===== src/rtl/pipelined_control_unit_if.sv =====
`default_nettype none
// ============================================================================
// Module      : pipelined_control_unit_if
// Description : Signal bundle between the ID-stage instruction source and the
//               pipelined control unit, plus the per-stage control outputs
//               consumed by the datapath muxes.
//   ID side   : id_valid, Op, Funct, Rs, Rt, Rd, branch_taken
//   Outputs   : stall, illegal_op,
//               ex_alu_ctrl, ex_alu_src, ex_branch, ex_branch_ne,
//               ex_fwd_a, ex_fwd_b,
//               mem_mem_write, mem_mem_to_reg, mem_reg_write, mem_dst,
//               wb_reg_write, wb_mem_to_reg, wb_dst
//   master    : drives the ID side, observes the outputs
//   slave     : the control unit itself
// Revision    : 1.0 - initial release
// ============================================================================
interface pipelined_control_unit_if #(
    parameter int ALU_W  = 6,
    parameter int REG_AW = 5
);
    logic              id_valid;
    logic [5:0]        Op;
    logic [5:0]        Funct;
    logic [REG_AW-1:0] Rs;
    logic [REG_AW-1:0] Rt;
    logic [REG_AW-1:0] Rd;
    logic              branch_taken;

    logic              stall;
    logic              illegal_op;
    logic [ALU_W-1:0]  ex_alu_ctrl;
    logic              ex_alu_src;
    logic              ex_branch;
    logic              ex_branch_ne;
    logic [1:0]        ex_fwd_a;
    logic [1:0]        ex_fwd_b;
    logic              mem_mem_write;
    logic              mem_mem_to_reg;
    logic              mem_reg_write;
    logic [REG_AW-1:0] mem_dst;
    logic              wb_reg_write;
    logic              wb_mem_to_reg;
    logic [REG_AW-1:0] wb_dst;

    modport master (
        output id_valid, Op, Funct, Rs, Rt, Rd, branch_taken,
        input  stall, illegal_op,
        input  ex_alu_ctrl, ex_alu_src, ex_branch, ex_branch_ne, ex_fwd_a, ex_fwd_b,
        input  mem_mem_write, mem_mem_to_reg, mem_reg_write, mem_dst,
        input  wb_reg_write, wb_mem_to_reg, wb_dst
    );

    modport slave (
        input  id_valid, Op, Funct, Rs, Rt, Rd, branch_taken,
        output stall, illegal_op,
        output ex_alu_ctrl, ex_alu_src, ex_branch, ex_branch_ne, ex_fwd_a, ex_fwd_b,
        output mem_mem_write, mem_mem_to_reg, mem_reg_write, mem_dst,
        output wb_reg_write, wb_mem_to_reg, wb_dst
    );
endinterface
`default_nettype wire


===== src/rtl/pipelined_control_unit.sv =====
`default_nettype none
// ============================================================================
// Module      : pipelined_control_unit
// Description : MIPS pipeline control path. Decodes Op/Funct in ID, carries
//               the control bits through ID/EX, EX/MEM and MEM/WB, detects
//               load-use hazards (stall + EX bubble), squashes the ID
//               instruction on a taken branch and produces EX forwarding
//               selects (00 regfile, 01 WB, 10 MEM).
//   clk   : rising-edge clock
//   rst_n : asynchronous active-low reset
//   bus   : slave side of pipelined_control_unit_if (ID fields in,
//           per-stage controls out)
// Revision    : 1.0 - initial release
// ============================================================================
module pipelined_control_unit #(
    parameter int ALU_W  = 6,
    parameter int REG_AW = 5
) (
    input  logic                          clk,
    input  logic                          rst_n,
    pipelined_control_unit_if.slave       bus
);
    // ID opcodes
    localparam logic [5:0] c_OP_RTYPE = 6'b000000;
    localparam logic [5:0] c_OP_BEQ   = 6'b000100;
    localparam logic [5:0] c_OP_BNE   = 6'b000101;
    localparam logic [5:0] c_OP_ADDI  = 6'b001000;
    localparam logic [5:0] c_OP_ADDIU = 6'b001001;
    localparam logic [5:0] c_OP_SLTI  = 6'b001010;
    localparam logic [5:0] c_OP_SLTIU = 6'b001011;
    localparam logic [5:0] c_OP_ANDI  = 6'b001100;
    localparam logic [5:0] c_OP_ORI   = 6'b001101;
    localparam logic [5:0] c_OP_XORI  = 6'b001110;
    localparam logic [5:0] c_OP_LUI   = 6'b001111;
    localparam logic [5:0] c_OP_LB    = 6'b100000;
    localparam logic [5:0] c_OP_LH    = 6'b100001;
    localparam logic [5:0] c_OP_LW    = 6'b100011;
    localparam logic [5:0] c_OP_LBU   = 6'b100100;
    localparam logic [5:0] c_OP_LHU   = 6'b100101;
    localparam logic [5:0] c_OP_LWU   = 6'b100111;
    localparam logic [5:0] c_OP_SB    = 6'b101000;
    localparam logic [5:0] c_OP_SH    = 6'b101001;
    localparam logic [5:0] c_OP_SW    = 6'b101011;

    // ALU control codes
    localparam logic [5:0] c_ALU_ADD  = 6'b100000;
    localparam logic [5:0] c_ALU_ADDU = 6'b100001;
    localparam logic [5:0] c_ALU_SUB  = 6'b100010;
    localparam logic [5:0] c_ALU_AND  = 6'b100100;
    localparam logic [5:0] c_ALU_OR   = 6'b100101;
    localparam logic [5:0] c_ALU_XOR  = 6'b100110;
    localparam logic [5:0] c_ALU_SLT  = 6'b101010;
    localparam logic [5:0] c_ALU_SLTU = 6'b101011;
    localparam logic [5:0] c_ALU_LUI  = 6'b001111;

    typedef struct packed {
        logic              valid;
        logic [5:0]        alu;
        logic              alu_src;
        logic              branch;
        logic              branch_ne;
        logic              mem_write;
        logic              mem_to_reg;
        logic              reg_write;
        logic [REG_AW-1:0] dst;
        logic [REG_AW-1:0] rs;
        logic [REG_AW-1:0] rt;
    } ex_t;

    // ---------------------------------------------------------------- decode
    logic [5:0] w_alu;
    logic       w_alu_src, w_reg_dst, w_reg_write, w_mem_to_reg, w_mem_write;
    logic       w_branch, w_branch_ne, w_uses_rt, w_legal;

    always_comb begin
        w_alu        = 6'b0;
        w_alu_src    = 1'b0;
        w_reg_dst    = 1'b0;
        w_reg_write  = 1'b0;
        w_mem_to_reg = 1'b0;
        w_mem_write  = 1'b0;
        w_branch     = 1'b0;
        w_branch_ne  = 1'b0;
        w_uses_rt    = 1'b0;
        w_legal      = 1'b1;
        case (bus.Op)
            c_OP_RTYPE: begin
                w_alu = bus.Funct; w_reg_dst = 1'b1; w_reg_write = 1'b1; w_uses_rt = 1'b1;
            end
            c_OP_ADDI:  begin w_alu = c_ALU_ADD;  w_alu_src = 1'b1; w_reg_write = 1'b1; end
            c_OP_ADDIU: begin w_alu = c_ALU_ADDU; w_alu_src = 1'b1; w_reg_write = 1'b1; end
            c_OP_ANDI:  begin w_alu = c_ALU_AND;  w_alu_src = 1'b1; w_reg_write = 1'b1; end
            c_OP_ORI:   begin w_alu = c_ALU_OR;   w_alu_src = 1'b1; w_reg_write = 1'b1; end
            c_OP_XORI:  begin w_alu = c_ALU_XOR;  w_alu_src = 1'b1; w_reg_write = 1'b1; end
            c_OP_SLTI:  begin w_alu = c_ALU_SLT;  w_alu_src = 1'b1; w_reg_write = 1'b1; end
            c_OP_SLTIU: begin w_alu = c_ALU_SLTU; w_alu_src = 1'b1; w_reg_write = 1'b1; end
            c_OP_LUI:   begin w_alu = c_ALU_LUI;  w_alu_src = 1'b1; w_reg_write = 1'b1; end
            c_OP_LB, c_OP_LH, c_OP_LW: begin
                w_alu = c_ALU_ADD; w_alu_src = 1'b1; w_mem_to_reg = 1'b1; w_reg_write = 1'b1;
            end
            c_OP_LBU, c_OP_LHU, c_OP_LWU: begin
                w_alu = c_ALU_ADDU; w_alu_src = 1'b1; w_mem_to_reg = 1'b1; w_reg_write = 1'b1;
            end
            c_OP_SB, c_OP_SH, c_OP_SW: begin
                w_alu = c_ALU_ADD; w_alu_src = 1'b1; w_mem_write = 1'b1; w_uses_rt = 1'b1;
            end
            c_OP_BEQ: begin w_alu = c_ALU_SUB; w_branch = 1'b1; w_uses_rt = 1'b1; end
            c_OP_BNE: begin
                w_alu = c_ALU_SUB; w_branch = 1'b1; w_branch_ne = 1'b1; w_uses_rt = 1'b1;
            end
            default: w_legal = 1'b0;
        endcase
    end

    // ------------------------------------------------------- pipeline state
    // Bubbles are all-zero records, so MEM/WB need no separate valid bit.
    ex_t               r_ex;
    logic              r_mem_mem_write, r_mem_mem_to_reg, r_mem_reg_write;
    logic [REG_AW-1:0] r_mem_dst;
    logic              r_wb_reg_write, r_wb_mem_to_reg;
    logic [REG_AW-1:0] r_wb_dst;

    // ------------------------------------------------------------- hazard
    logic w_haz, w_ex_load;
    ex_t  w_ex_next;

    assign w_haz = bus.id_valid & r_ex.valid & r_ex.mem_to_reg & r_ex.reg_write
                 & (r_ex.dst != '0)
                 & ((r_ex.dst == bus.Rs) | (w_uses_rt & (r_ex.dst == bus.Rt)));

    // A taken branch squashes the ID instruction, which makes any stall moot.
    assign bus.stall = w_haz & ~bus.branch_taken;

    // Illegal opcodes enter EX as a full bubble so nothing downstream reacts.
    assign w_ex_load      = bus.id_valid & w_legal & ~w_haz & ~bus.branch_taken;
    assign bus.illegal_op = bus.id_valid & ~w_legal;

    always_comb begin
        w_ex_next = '0;
        if (w_ex_load) begin
            w_ex_next.valid      = 1'b1;
            w_ex_next.alu        = w_alu;
            w_ex_next.alu_src    = w_alu_src;
            w_ex_next.branch     = w_branch;
            w_ex_next.branch_ne  = w_branch_ne;
            w_ex_next.mem_write  = w_mem_write;
            w_ex_next.mem_to_reg = w_mem_to_reg;
            w_ex_next.reg_write  = w_reg_write;
            w_ex_next.dst        = w_reg_dst ? bus.Rd : bus.Rt;
            w_ex_next.rs         = bus.Rs;
            w_ex_next.rt         = bus.Rt;
        end
    end

    always_ff @(posedge clk or negedge rst_n) begin
        if (!rst_n) begin
            r_ex             <= '0;
            r_mem_mem_write  <= 1'b0;
            r_mem_mem_to_reg <= 1'b0;
            r_mem_reg_write  <= 1'b0;
            r_mem_dst        <= '0;
            r_wb_reg_write   <= 1'b0;
            r_wb_mem_to_reg  <= 1'b0;
            r_wb_dst         <= '0;
        end else begin
            r_ex             <= w_ex_next;
            r_mem_mem_write  <= r_ex.mem_write;
            r_mem_mem_to_reg <= r_ex.mem_to_reg;
            r_mem_reg_write  <= r_ex.reg_write;
            r_mem_dst        <= r_ex.dst;
            r_wb_reg_write   <= r_mem_reg_write;
            r_wb_mem_to_reg  <= r_mem_mem_to_reg;
            r_wb_dst         <= r_mem_dst;
        end
    end

    // ---------------------------------------------------------- forwarding
    // r0 is never forwarded; the newer (MEM) result wins over WB.
    function automatic logic [1:0] fwd_sel(
        input logic [REG_AW-1:0] src,
        input logic              mem_rw, input logic [REG_AW-1:0] mem_dst,
        input logic              wb_rw,  input logic [REG_AW-1:0] wb_dst
    );
        if (mem_rw && (mem_dst != '0) && (mem_dst == src))
            return 2'b10;
        else if (wb_rw && (wb_dst != '0) && (wb_dst == src))
            return 2'b01;
        else
            return 2'b00;
    endfunction

    assign bus.ex_fwd_a = fwd_sel(r_ex.rs, r_mem_reg_write, r_mem_dst, r_wb_reg_write, r_wb_dst);
    assign bus.ex_fwd_b = fwd_sel(r_ex.rt, r_mem_reg_write, r_mem_dst, r_wb_reg_write, r_wb_dst);

    // ------------------------------------------------------------- outputs
    assign bus.ex_alu_ctrl    = ALU_W'(r_ex.alu);
    assign bus.ex_alu_src     = r_ex.alu_src;
    assign bus.ex_branch      = r_ex.branch;
    assign bus.ex_branch_ne   = r_ex.branch_ne;
    assign bus.mem_mem_write  = r_mem_mem_write;
    assign bus.mem_mem_to_reg = r_mem_mem_to_reg;
    assign bus.mem_reg_write  = r_mem_reg_write;
    assign bus.mem_dst        = r_mem_dst;
    assign bus.wb_reg_write   = r_wb_reg_write;
    assign bus.wb_mem_to_reg  = r_wb_mem_to_reg;
    assign bus.wb_dst         = r_wb_dst;

endmodule
`default_nettype wire


===== src/flat_wrapper.sv =====
// flat-port wrapper written by rule: the top's interface ports become plain ports
module pipelined_control_unit_flat 
#(
    parameter int ALU_W  = 6,
    parameter int REG_AW = 5
)
  (clk, rst_n, bus_id_valid, bus_Op, bus_Funct, bus_Rs, bus_Rt, bus_Rd, bus_branch_taken, bus_stall, bus_illegal_op, bus_ex_alu_ctrl, bus_ex_alu_src, bus_ex_branch, bus_ex_branch_ne, bus_ex_fwd_a, bus_ex_fwd_b, bus_mem_mem_write, bus_mem_mem_to_reg, bus_mem_reg_write, bus_mem_dst, bus_wb_reg_write, bus_wb_mem_to_reg, bus_wb_dst);
  pipelined_control_unit_if #(.ALU_W(ALU_W), .REG_AW(REG_AW)) bus_i ();
  input  logic clk;
  input  logic rst_n;
  input wire logic [$bits(bus_i.id_valid)-1:0] bus_id_valid;
  input wire logic [$bits(bus_i.Op)-1:0] bus_Op;
  input wire logic [$bits(bus_i.Funct)-1:0] bus_Funct;
  input wire logic [$bits(bus_i.Rs)-1:0] bus_Rs;
  input wire logic [$bits(bus_i.Rt)-1:0] bus_Rt;
  input wire logic [$bits(bus_i.Rd)-1:0] bus_Rd;
  input wire logic [$bits(bus_i.branch_taken)-1:0] bus_branch_taken;
  output wire logic [$bits(bus_i.stall)-1:0] bus_stall;
  output wire logic [$bits(bus_i.illegal_op)-1:0] bus_illegal_op;
  output wire logic [$bits(bus_i.ex_alu_ctrl)-1:0] bus_ex_alu_ctrl;
  output wire logic [$bits(bus_i.ex_alu_src)-1:0] bus_ex_alu_src;
  output wire logic [$bits(bus_i.ex_branch)-1:0] bus_ex_branch;
  output wire logic [$bits(bus_i.ex_branch_ne)-1:0] bus_ex_branch_ne;
  output wire logic [$bits(bus_i.ex_fwd_a)-1:0] bus_ex_fwd_a;
  output wire logic [$bits(bus_i.ex_fwd_b)-1:0] bus_ex_fwd_b;
  output wire logic [$bits(bus_i.mem_mem_write)-1:0] bus_mem_mem_write;
  output wire logic [$bits(bus_i.mem_mem_to_reg)-1:0] bus_mem_mem_to_reg;
  output wire logic [$bits(bus_i.mem_reg_write)-1:0] bus_mem_reg_write;
  output wire logic [$bits(bus_i.mem_dst)-1:0] bus_mem_dst;
  output wire logic [$bits(bus_i.wb_reg_write)-1:0] bus_wb_reg_write;
  output wire logic [$bits(bus_i.wb_mem_to_reg)-1:0] bus_wb_mem_to_reg;
  output wire logic [$bits(bus_i.wb_dst)-1:0] bus_wb_dst;
  assign bus_i.id_valid = bus_id_valid;
  assign bus_i.Op = bus_Op;
  assign bus_i.Funct = bus_Funct;
  assign bus_i.Rs = bus_Rs;
  assign bus_i.Rt = bus_Rt;
  assign bus_i.Rd = bus_Rd;
  assign bus_i.branch_taken = bus_branch_taken;
  assign bus_stall = bus_i.stall;
  assign bus_illegal_op = bus_i.illegal_op;
  assign bus_ex_alu_ctrl = bus_i.ex_alu_ctrl;
  assign bus_ex_alu_src = bus_i.ex_alu_src;
  assign bus_ex_branch = bus_i.ex_branch;
  assign bus_ex_branch_ne = bus_i.ex_branch_ne;
  assign bus_ex_fwd_a = bus_i.ex_fwd_a;
  assign bus_ex_fwd_b = bus_i.ex_fwd_b;
  assign bus_mem_mem_write = bus_i.mem_mem_write;
  assign bus_mem_mem_to_reg = bus_i.mem_mem_to_reg;
  assign bus_mem_reg_write = bus_i.mem_reg_write;
  assign bus_mem_dst = bus_i.mem_dst;
  assign bus_wb_reg_write = bus_i.wb_reg_write;
  assign bus_wb_mem_to_reg = bus_i.wb_mem_to_reg;
  assign bus_wb_dst = bus_i.wb_dst;
  pipelined_control_unit #(.ALU_W(ALU_W), .REG_AW(REG_AW)) u_core (.clk(clk), .rst_n(rst_n), .bus(bus_i));
endmodule

===== config.mk =====
export PLATFORM = sky130hd
export DESIGN_NAME = pipelined_control_unit_flat
export DESIGN_NICKNAME = d
export VERILOG_FILES = /design/src/rtl/pipelined_control_unit_if.sv /design/src/rtl/pipelined_control_unit.sv /design/src/flat_wrapper.sv
export SDC_FILE = /design/constraint.sdc
export NUM_CORES = 1
export LEC_CHECK = 0
export CORE_MARGIN = 8
export CORE_UTILIZATION = 40
export CTS_CLUSTER_SIZE = 14
export DETAILED_ROUTE_END_ITERATION = 6
export PLACE_DENSITY = 0.69
export SETUP_SLACK_MARGIN = 0.15
export SYNTH_ARGS = -nofsm -noshare
export SYNTH_HDL_FRONTEND = slang
export SYNTH_SLANG_ARGS = --single-unit

===== constraint.sdc =====
create_clock -name clk -period 2.44 [get_ports clk]
set_input_delay 0.244 -clock clk [delete_from_list [all_inputs] [get_ports clk]]
set_output_delay 0.244 -clock clk [all_outputs]
set_load 0.005 [all_outputs]

==> results.py <==
metrics = {
    "cts": {
        "clock_path_buffers": 2,
        "path_clk_slew_ns": 0.08,
        "cts-root-buf": "clkbuf_8",
        "clock_latency_ns": 0.28,
        "h-tree-depth": 2,
        "postCtsHoldBufs": 0,
        "cts_buffers": 5,
        "cts_tree": "built",
        "clock-sinks": 43,
    },
    "placed_design": {
        "numPortBuffers": 60,
        "hpwl_um": 3860,
        "dp.cells": 325,
        "routabilityCongestion": 0.833,
    },
    "power_and_ir_drop": {
        "power_density_nw_per_um2": 466,
        "peakVddDrop_mv": 0.211,
        "leakage_nw": 1.44,
        "finalPower_mw": 1.43,
    },
    "synth": {
        "synth.top_cell.area_share_pct": 51.0,
        "synth_seq_cells": 43,
        "synthTopCellsByArea": "dfrtp_1 51%, xor2_1 6.6%, xnor2_1 5.8%",
        "syn_avg_cell_area_um2": 11.4,
        "synth_compound_area_share_pct": 7.53,
        "synth_top_cell_by_area": "dfrtp_1",
        "synth_cells": 185,
        "synth_top_family_by_area": "simple AND/OR/NAND/NOR gates",
        "synth_seq_area_share_pct": 51.0,
        "yosys.area_share.simple_pct": 21.6,
        "synth_adder_area_share_pct": 0,
        "synth_xor_xnor_area_share_pct": 12.4,
        "syn-num-nets": 216,
        "muxShareOfSynthArea_pct": 2.37,
        "synthArstFlopShare_pct": 100,
        "ys_warn_count": 0,
        "synth_edf_count": 0,
        "synth_cell_types": 37,
        "synth_ff_type": "dfrtp_1",
        "syn_area_um2": 2110,
    },
    "grt": {
        "antenna_found_initial": 0,
        "grt_pass1_vias": 1670,
        "grt_usage_pct": 13.2,
        "grt-ovfl-total": 0,
        "grt_max_degree": 44,
        "grt_pass1_wl_um": 8010,
    },
    "critical_path": {
        "end_kind": "output pin",
        "slowest_delay_ns": 0.55,
        "crit_fanout": 2,
        "required_ns": 2.20,
        "path_class": "reg -> out",
        "slowest_stage": "or4_4",
        "cp_cell_sequence": "or4_4, o21ai_4, nor4_4, nor4_1, clkbuf_2",
        "worst_ep_arrival_time_ns": 1.99,
        "critical_path.startpoint_type": "flip-flop",
    },
    "timing": {
        "finalSetupTns_ns": 0,
        "final-max-slew-violation-count": 0,
        "worstMarginPinSlew_ns": 0.943,
        "fin_skew_ns": 0.00545,
        "rsz0062_at_grt": "yes",
        "period_share_pct": 91.6,
        "fin_crit_ns": 2.24,
        "finalSetupViolations": 0,
        "final-hold-violation-count": 0,
        "fmax_ghz": 0.447,
        "slew_headroom_pct": 37.2,
    },
    "drt": {
        "drtPass1Iterations": 4,
        "drtIter0Drc": 74,
        "via_per_inst": 4.87,
        "vias": 1640,
        "route.detailed.wl_per_inst_um": 15.0,
        "drcViolationCount": 0,
        "ant_nets": 0,
        "detail_route.wirelength_um": 5070,
    },
    "final_layout": {
        "antenna_cells": 0,
        "instances_no_fill": 337,
        "final_cell_mix": "54 x clkdlybuf4s50_1, 43 x dfrtp_1, 26 x buf_4",
        "drive_gt1_share_pct": 18.0,
        "num-nets-final": 297,
        "largest_register_ffs": 19,
        "finish.utilization_pct": 60.1,
        "final_common_cell": "clkdlybuf4s50_1",
        "area_growth_pct": 45.4,
        "top_register": "u_core.r_ex",
        "fillers": 449,
    },
    "die": {
        "rows": 26,
        "die-width_um": 88.6,
        "initial_core_util_pct": 41.3,
        "dieArea_um2": 7860,
        "io_pins": 61,
        "die_y_um": 88.6,
        "coreArea_um2": 5110,
    },
    "flow_run": {
        "maxCapViolations": 0,
    },
    "outcome": {
        "status": "complete, no violations",
    },
    "hold_path": {
        "hold_path.class": "in -> async",
    },
}
==> kinds of logic (layout without fill, tap and decap cells) <==
group	Yosys count	in the layout
flops	43	43
mux	5	5
simple gates	69	69
xor+xnor	30	30
buf+inv	16	98
compound gates	22	22
==> synthesized netlist by cell type (4+ instances only) <==
library cell / n
a21oi_1: 5
and2_1: 12
and3_1: 5
buf_4: 6
clkbuf_1: 4
dfrtp_1: 43
mux2i_1: 5
nand2_1: 4
nand3_1: 4
nor2_1: 7
nor2b_1: 4
nor4_1: 11
o21ai_0: 8
or4_1: 6
xnor2_1: 14
xor2_1: 16
==> area by class of cell <==
class / count / area, um^2 / share of cell area [%]
clock buffers: 8 / 100 / 3.26
inverters: 2 / 7.51 / 0.245
multi-input cells: 126 / 981 / 32.0
flip-flops and latches: 43 / 1080 / 35.1
well taps: 70 / 87.6 / 2.85
repair buffers: 88 / 817 / 26.6
==> report_power, final <==
part           switching [mW]  internal (mW)  total [mW]
registers              0.0114          0.725       0.736
logic                  0.0935          0.117       0.211
clock network           0.223          0.258       0.481
==> metrics by stage <==
step	cell area (um^2)	setup slack (ns)	hold slack [ns]
2_1_floorplan	2110	0.486	-0.0516
3_3_place_gp	2890	-0.0834	0.336
3_5_place_dp	2890	-0.107	0.339
4_1_cts	3020	0.150	0.126
5_1_grt	3070	0.0949	0.191
6_report	3070	0.205	0.102
==> worst paths after layout <==
path | startpoint | to | slack, ns | depth (start not counted)
min | rst_n | u_core.bus.mem_mem_to_reg | 0.10 | 1
min reg2reg | u_core.r_ex[17] | u_core.bus.mem_mem_write | 0.35 | 0
min in group clk | u_core.r_ex[17] | u_core.bus.mem_mem_write | 0.35 | 0
max reg2reg | u_core.r_ex[12] | u_core.r_ex[8] | 0.35 | 7
max in group asynchronous | rst_n | u_core.bus.ex_alu_ctrl[2] | 1.75 | 1
max | u_core.bus.mem_dst[0] | bus_ex_fwd_b[0] | 0.20 | 5
==> metal layers <==
layer,up-vias,GRT usage [%],share of wire (%)
met5,-,0,0
met4,0,4.30,1.6
met3,7,3.62,5.7
met2,49,21.7,48
met1,775,16.3,45
li1,809,-,-
==> worst max-delay path: cells and delay by family (launching register included) <==
kind	cells	cell delay, ns
compound gates	1	0.23
buf+inv	1	0.17
flops	1	0.39
simple gates	3	0.92
==> what timing repair did <==
| item | 4_1_cts | 5_1_grt |
|---|---|---|
| pin swaps | 1 | 3 |
| endpoints found under the hold margin | 0 | 0 |
| buffers inserted | 1 | 3 |
| resized for setup | 9 | 12 |
| setup endpoints to repair | 5 | 6 |
Power figures use the tool's default switching activity.
